$ cat src/rtl/chacha20_ks_xor_stage.sv
// Payload cipher stage: XORs 128-bit beats with lanes of 512-bit ChaCha20 keystream blocks,
// taps the ciphertext copy for Poly1305 and counts payload bytes for the LEN block.
module chacha20_ks_xor_stage #(
    parameter int unsigned LANES = 4,
    parameter int unsigned CNT_W = 64
) (
    input  logic                   clk,
    input  logic                   rst,
    input  logic                   start_i,
    input  logic                   decrypt_i,
    input  logic                   in_valid_i,
    input  logic [127:0]           in_data_i,
    input  logic [15:0]            in_keep_i,
    input  logic                   in_last_i,
    output logic                   in_ready_o,
    output logic                   ks_req_o,
    input  logic                   ks_valid_i,
    input  logic [128*LANES-1:0]   ks_data_i,
    output logic                   out_valid_o,
    output logic [127:0]           out_data_o,
    output logic [15:0]            out_keep_o,
    output logic                   out_last_o,
    input  logic                   out_ready_i,
    output logic                   pld_valid_o,
    output logic [127:0]           pld_data_o,
    output logic [15:0]            pld_keep_o,
    input  logic                   pld_ready_i,
    output logic [CNT_W-1:0]       pld_bytes_o,
    output logic                   msg_done_o
);

    localparam int unsigned BEAT_W = 128;
    localparam int unsigned KEEP_W = BEAT_W / 8;
    localparam int unsigned LANE_W = (LANES > 1) ? $clog2(LANES) : 1;
    localparam logic [LANE_W-1:0] LAST_LANE = LANE_W'(LANES - 1);

    typedef enum logic [1:0] {ST_IDLE, ST_REQ, ST_WAIT, ST_RUN} state_e;

    state_e                   state_q, state_d;
    logic [LANE_W-1:0]        lane_q, lane_d;
    logic                     out_valid_q, out_valid_d;
    logic [CNT_W-1:0]         pld_bytes_q, pld_bytes_d;
    logic                     msg_done_q, msg_done_d;
    logic [128*LANES-1:0]     ks_buf_q;
    logic [BEAT_W-1:0]        out_data_q, pld_data_q;
    logic [KEEP_W-1:0]        out_keep_q;
    logic                     out_last_q;

    logic                     xfer, accept, ks_take;
    logic [BEAT_W-1:0]        mask, masked_in, cipher;

    function automatic logic [BEAT_W-1:0] byte_mask(input logic [KEEP_W-1:0] keep);
        byte_mask = '0;
        for (int unsigned j = 0; j < KEEP_W; j++) begin
            byte_mask[8*j +: 8] = {8{keep[j]}};
        end
    endfunction

    assign xfer    = out_valid_q && out_ready_i && pld_ready_i;
    assign accept  = in_valid_i && in_ready_o && !start_i;
    assign ks_take = (state_q == ST_WAIT) && ks_valid_i;

    assign mask      = byte_mask(in_keep_i);
    assign masked_in = in_data_i & mask;
    assign cipher    = (in_data_i ^ ks_buf_q[BEAT_W*lane_q +: BEAT_W]) & mask;

    always_ff @(posedge clk) begin
        if (rst) begin
            state_q <= ST_IDLE;
        end else begin
            state_q <= state_d;
        end
    end

    // Next state; a start pulse re-arms from any state and overrides everything else
    always_comb begin
        state_d = state_q;
        case (state_q)
            ST_IDLE: state_d = ST_IDLE;
            ST_REQ:  state_d = ST_WAIT;
            ST_WAIT: if (ks_valid_i) state_d = ST_RUN;
            ST_RUN: begin
                if (accept) begin
                    if (in_last_i) begin
                        state_d = ST_IDLE;
                    end else if (lane_q == LAST_LANE) begin
                        state_d = ST_REQ;
                    end
                end
            end
            default: state_d = ST_IDLE;
        endcase
        if (start_i) state_d = ST_REQ;
    end

    always_comb begin
        ks_req_o   = 1'b0;
        in_ready_o = 1'b0;
        case (state_q)
            ST_REQ:  ks_req_o   = 1'b1;
            ST_RUN:  in_ready_o = !out_valid_q || xfer;
            default: ks_req_o   = 1'b0;
        endcase
    end

    // Lane pointer, output valid and byte counter
    always_comb begin
        lane_d      = lane_q;
        out_valid_d = out_valid_q;
        pld_bytes_d = pld_bytes_q;
        msg_done_d  = xfer && out_last_q;
        if (xfer) out_valid_d = 1'b0;
        if (ks_take) lane_d = '0;
        if (accept) begin
            out_valid_d = 1'b1;
            lane_d      = lane_q + LANE_W'(1);
            pld_bytes_d = pld_bytes_q + CNT_W'($countones(in_keep_i));
        end
        if (start_i) begin
            lane_d      = '0;
            out_valid_d = 1'b0;
            pld_bytes_d = '0;
        end
    end

    always_ff @(posedge clk) begin
        if (rst) begin
            lane_q      <= '0;
            out_valid_q <= 1'b0;
            pld_bytes_q <= '0;
            msg_done_q  <= 1'b0;
        end else begin
            lane_q      <= lane_d;
            out_valid_q <= out_valid_d;
            pld_bytes_q <= pld_bytes_d;
            msg_done_q  <= msg_done_d;
        end
    end

    // Keystream and beat payload storage need no reset; valids qualify them
    always_ff @(posedge clk) begin
        if (ks_take) ks_buf_q <= ks_data_i;
        if (accept) begin
            out_data_q <= cipher;
            pld_data_q <= decrypt_i ? masked_in : cipher;
            out_keep_q <= in_keep_i;
            out_last_q <= in_last_i;
        end
    end

    assign out_valid_o = out_valid_q;
    assign out_data_o  = out_data_q;
    assign out_keep_o  = out_keep_q;
    assign out_last_o  = out_last_q;
    assign pld_valid_o = out_valid_q;
    assign pld_data_o  = pld_data_q;
    assign pld_keep_o  = out_keep_q;
    assign pld_bytes_o = pld_bytes_q;
    assign msg_done_o  = msg_done_q;

endmodule

$ cat config.mk
export PLATFORM = sky130hd
export DESIGN_NAME = chacha20_ks_xor_stage
export DESIGN_NICKNAME = d
export VERILOG_FILES = /design/src/rtl/chacha20_ks_xor_stage.sv
export SDC_FILE = /design/constraint.sdc
export NUM_CORES = 1
export LEC_CHECK = 0
export CAP_MARGIN = 20
export CORE_AREA = 2 2 396 398
export CTS_BUF_LIST = sky130_fd_sc_hd__clkbuf_2 sky130_fd_sc_hd__clkbuf_4 sky130_fd_sc_hd__clkbuf_8
export DETAILED_ROUTE_END_ITERATION = 6
export DIE_AREA = 0 0 398 400
export PLACE_DENSITY_LB_ADDON = 0.25
export SKIP_LAST_GASP = 1
export SYNTH_ARGS = -nofsm -noshare
export SYNTH_HDL_FRONTEND = slang
export SYNTH_SLANG_ARGS = --single-unit
$ cat constraint.sdc
create_clock -name clk -period 32.2 [get_ports clk]
set_input_delay 6.44 -clock clk [delete_from_list [all_inputs] [get_ports clk]]
set_output_delay 6.44 -clock clk [all_outputs]
set_load 0.005 [all_outputs]
### Word-level counts from Yosys, hierarchy flattened

Index checks and enable logic that the tools add are counted.

* bits in registers: 855
* output and inout bits: 358
* logic and storage cells: 70

* $add $sub $neg: 17
* eq/ne operators: 10
* shifts and indexed selects: 1
* mux-type cells: 13
* bitwise gates (word level): 3
* reduce and logical (&&, ||, !) cells: 15

Operators by type and width (number)
* $shiftx A512 B10 Y128: 1
* $and A128 B128 Y128: 2
* $mux W128: 1
* $xor A128 B128 Y128: 1
* $add A64 B5 Y64: 1
* $add A1 B1 Y2: 8
* $add A2 B2 Y3: 4
* $mux W2: 6
* $ne A3 B3 Y1 const B: 3
* $add A3 B3 Y4: 2
* $pmux W2 S4: 1
* $eq A2 B2 Y1 const B: 3
* $logic_and A1 B1 Y1: 6
* $reduce_and A3 Y1: 2
* $add A4 B4 Y5: 1
* $mux W1: 5
* $ne A2 B2 Y1 const B: 2
* $ne A4 B4 Y1 const B: 1
* $reduce_bool A2 Y1: 2
* $add A2 B1 Y2 const B: 1
* $eq A2 B1 Y1 const B: 1
* $logic_not A1 Y1: 2
* $logic_not A2 Y1: 1
* $reduce_or A2 Y1: 1
* $logic_or A1 B1 Y1: 1

### Logic depth before layout (Yosys ltp)

* word-level depth: 9
* gate-level depth with buffers: 17
* mapped depth without buffers: 14

### Worst setup path after synthesis

OpenSTA, ideal clock, no wires.

* path type: input to register
* start point: in pld_ready_i
* end point: reg pld_bytes_q[8] (netlist: pld_bytes_o[8])
* library setup time: 0.066 ns
* arrival: 19.359 ns
* data required time: 32.134 ns
* setup slack: 12.775 ns
* cell stages on the path: 5
* cell sequence: a21boi_1 -> nor2_1 -> nand4_1 -> xor2_1 -> nor2_1

* longest elaborated chain between the ends: 5

RTL lines
* start: declaration: line 27 `input logic pld_ready_i,`
* $logic_and A1 B1 Y1: line 59 `assign xfer = out_valid_q && out_ready_i && pld_ready_i;`
* $logic_or A1 B1 Y1: line 101 `ST_RUN: in_ready_o = !out_valid_q || xfer;`
* $mux W1: line 99 `case (state_q)`
* $logic_and A1 B1 Y1 (2 in series): line 60 `assign accept = in_valid_i && in_ready_o && !start_i;`
* via accept: line 49 `logic xfer, accept, ks_take;`
* end signal: assignment: line 135 `pld_bytes_q <= pld_bytes_d;`
* end: declaration: line 42 `logic [CNT_W-1:0] pld_bytes_q, pld_bytes_d;`

The timed path passes the listed nets, and every way through them passes these cells.
A chain may end at the register's enable or synchronous reset.

### Worst setup path after layout

* start point: in pld_ready_i
* end point: out in_ready_o

* longest elaborated chain between the ends: 3

RTL lines
* $logic_and A1 B1 Y1: line 59
* $logic_or A1 B1 Y1: line 101
* $mux W1: line 99
* end: declaration: line 15 `output logic in_ready_o,`

Every way passes these cells.

==> flow_summary_export.csv <==
group,metric,value,unit
outcome,outcome,"finished, violations left",
outcome,violations,"slew limit",
logic_synthesis,yosys-top-cells-area,"edfxtp_1 67%, mux4_2 8.2%, xnor2_1 5.0%",
logic_synthesis,ys_warn_count,0,
finish,syn_to_final_growth,45.16,%
logic_synthesis,ys.flop_type,"edfxtp_1",
logic_synthesis,synth_commonest_cells,"785 x edfxtp_1, 201 x xnor2_1, 164 x nor2_1",
pwr,p_leak,16.30,nW
clock_tree,post_cts_buffers,0,
placed_design,dp_hpwl,93520,um
floorplanning,initial_utilization,22.60,%
clock_tree,cts_tree,"done",
setup_path,crit_path_end_kind,"output port",
sta,rsz0062_at_grt,"no",
logic_synthesis,yosysMostFrequentCell,"edfxtp_1",
detailed_routing,postRouteAntennaNets,0,
global_routing,grt_start_max_net_pins,140,
logic_synthesis,ys_seq_area_share,71.25,%
detailed_routing,num_vias,22046,
placed_design,io_buffer_count,1022,
logic_synthesis,postSynthNetCount,2789,
clock_tree,cts_sinks,855,
clock_tree,clk_latency,850,ps
clock_tree,htree_levels,4,
pwr,vdd_drop_max,32.15,uV
global_routing,grt_pass1_vias,22614,
finish,final_nets,3912,
setup_path,start_kind,"input port",
finish,multi_input_area,9523,um^2
sta,setup-tns-final,0,ps
logic_synthesis,synth_cells,2100,
floorplanning,core_region_area,155100,um^2
flow_run,maxCapViolCount,0,
floorplanning,die_area,159200,um^2
sta,slew_headroom,-6.019,%
floorplanning,row_count,145,
sta,tightest_slew,1590,ps
global_routing,antenna_found_initial,36,
hold_path,hp-class,"flop to flop",
global_routing,gr-total-overflow,0,
logic_synthesis,synth_top_area_cell,"edfxtp_1",
clock_tree,cts_buffers,162,
finish,nFillCells,15287,
floorplanning,die_w,398,um
setup_path,cp.required,25760,ps
clock_tree,postCtsHoldBufs,0,
clock_tree,clkTransAtPathRegs,60,ps
logic_synthesis,synthArstFlopShare,0,%
detailed_routing,drtPass1Iterations,5,
sta,slew_viol_final,77,
pwr,total_power,2.504,mW
global_routing,grt_pass1_wl,168600,um
finish,seq_area,24980,um^2
finish,final_cell_count_no_fill,5405,
detailed_routing,post-route-drc-count,0,
sta,hold_violations,0,
placed_design,gp_congestion,0.8054,
sta,fin_crit,14860,ps
logic_synthesis,synth_top_area_share,67.25,%
floorplanning,die_h,400,um
logic_synthesis,syn_area,35050,um^2
detailed_routing,vias_per_cell,4.079,
clock_tree,cts_root_buffer,"clkbuf_8",
sta,setup_viol,0,
finish,drive_above_1_share,12.88,%
sta,finalCritPeriodShare,46.14,%
clock_tree,cts_resized,0,
logic_synthesis,synth_edf_count,785,
floorplanning,ios,1023,
logic_synthesis,syn_avg_cell_area,16.69,um^2
detailed_routing,drt-initial-drc-count,1232,
setup_path,arrival,8420,ps
sta,fin_skew,51.91,ps
clock_tree,cts_max_path_buffers,3,
logic_synthesis,ys_types,48,
setup_path,crit_fanout,6,
global_routing,grt.total_usage,15.10,%
logic_synthesis,synth-seq-cells,855,
setup_path,critPathKind,"input port to output port",
detailed_routing,routed_wl,124700,um
sta,clock.fmax,67.31,MHz
placed_design,placed_cells,5117,
pwr,p_per_area,49.21,nW/um^2
detailed_routing,wire_per_inst,23.07,um
## kinds of logic (layout without fill, tap and decap cells)
kind of cell | Yosys count | in the layout | share of synthesized area (%)
flip-flops | 855 | 855 | 71.25
AND/OR/NAND/NOR | 584 | 584 | 9.110
XOR/XNOR | 275 | 275 | 6.872
multiplexers | 132 | 132 | 8.339
buffers and inverters | 126 | 1365 | 1.599
AO/OA/AOI/OAI | 104 | 104 | 1.714
adder cells (fa/ha/maj) | 24 | 24 | 1.114
other | 0 | 8 | 0
## power breakdown
group	internal [mW]	switching [mW]
Combinational	0.116	0.0781
Clock	0.581	0.493
Sequential	1.23	0.00461
Total	1.93	0.576
## stage by stage
| stage | hold slack, ps | area, um^2 | setup slack (ps) | util (%) |
|---|---|---|---|---|
| final | 502.3 | 50880 | 17340 | 32.80 |
| after global routing | 516.3 | 50870 | 17210 | 32.79 |
| after CTS | 502.3 | 50860 | 17340 | 32.79 |
| after detailed placement | 485.6 | 47670 | 17350 | 30.73 |
| after global placement | 480.3 | 47670 | 17400 | 30.73 |
| after floorplan | 468.2 | 35050 | 12780 | - |
## per-layer routing
layer / up-vias / global-route usage, % / part of all wire [%]
met5: - / 0 / 0.25
met4: 48 / 4.153 / 2.0
met3: 209 / 6.196 / 9.5
met2: 845 / 26.60 / 51
met1: 10857 / 16.64 / 37
li1: 10087 / - / -
## final cells by class
class | count | area share, %
diodes | 8 | 0.03935
clock buffers | 222 | 5.329
clock inverters | 58 | 0.9345
inverters | 34 | 0.2656
multi-input cells | 1119 | 18.72
flip-flops and latches | 855 | 49.10
well taps | 2058 | 5.061
repair buffers | 1051 | 20.55
## path summary, 6_finish.rpt
check                                     start         endpoint  slack, ps  depth (start not counted)
worst max-delay path                pld_ready_i       in_ready_o      17340                          4
worst min-delay path            pld_bytes_o[63]  pld_bytes_o[63]        500                          2
worst max register to register   pld_bytes_o[0]  pld_bytes_o[60]      27370                         12
worst min register to register  pld_bytes_o[63]  pld_bytes_o[63]        500                          2
## sequential cells by signal (all words and copies together) (netlist names)
register,cells
ks_buf_q,512
out_data_o,128
pld_data_o,128
pld_bytes_o,64
out_keep_o,16
lane_q,2
state_q,2
msg_done_o,1
out_last_o,1
out_valid_o,1
## cell usage in the layout (no fill, tap or decap), drive strengths merged, types with 31 or more instances in the layout
master	instances
clkdlybuf4s50	1020
xor2	74
buf	31
nor2b	64
xnor2	201
clkinv	46
nand2b	65
nor2	164
mux4	128
and2	130
edfxtp	785
clkbuf	222
inv	35
nand2	38
dfxtp	70
a21oi	48
## worst max-delay path, stage by stage
cell	delay, ps
clkdlybuf4s50_1	450
a21boi_1	810
nor2_1	130
clkdlybuf4s50_1	580
No activity file was read; power rests on OpenSTA's default activity.
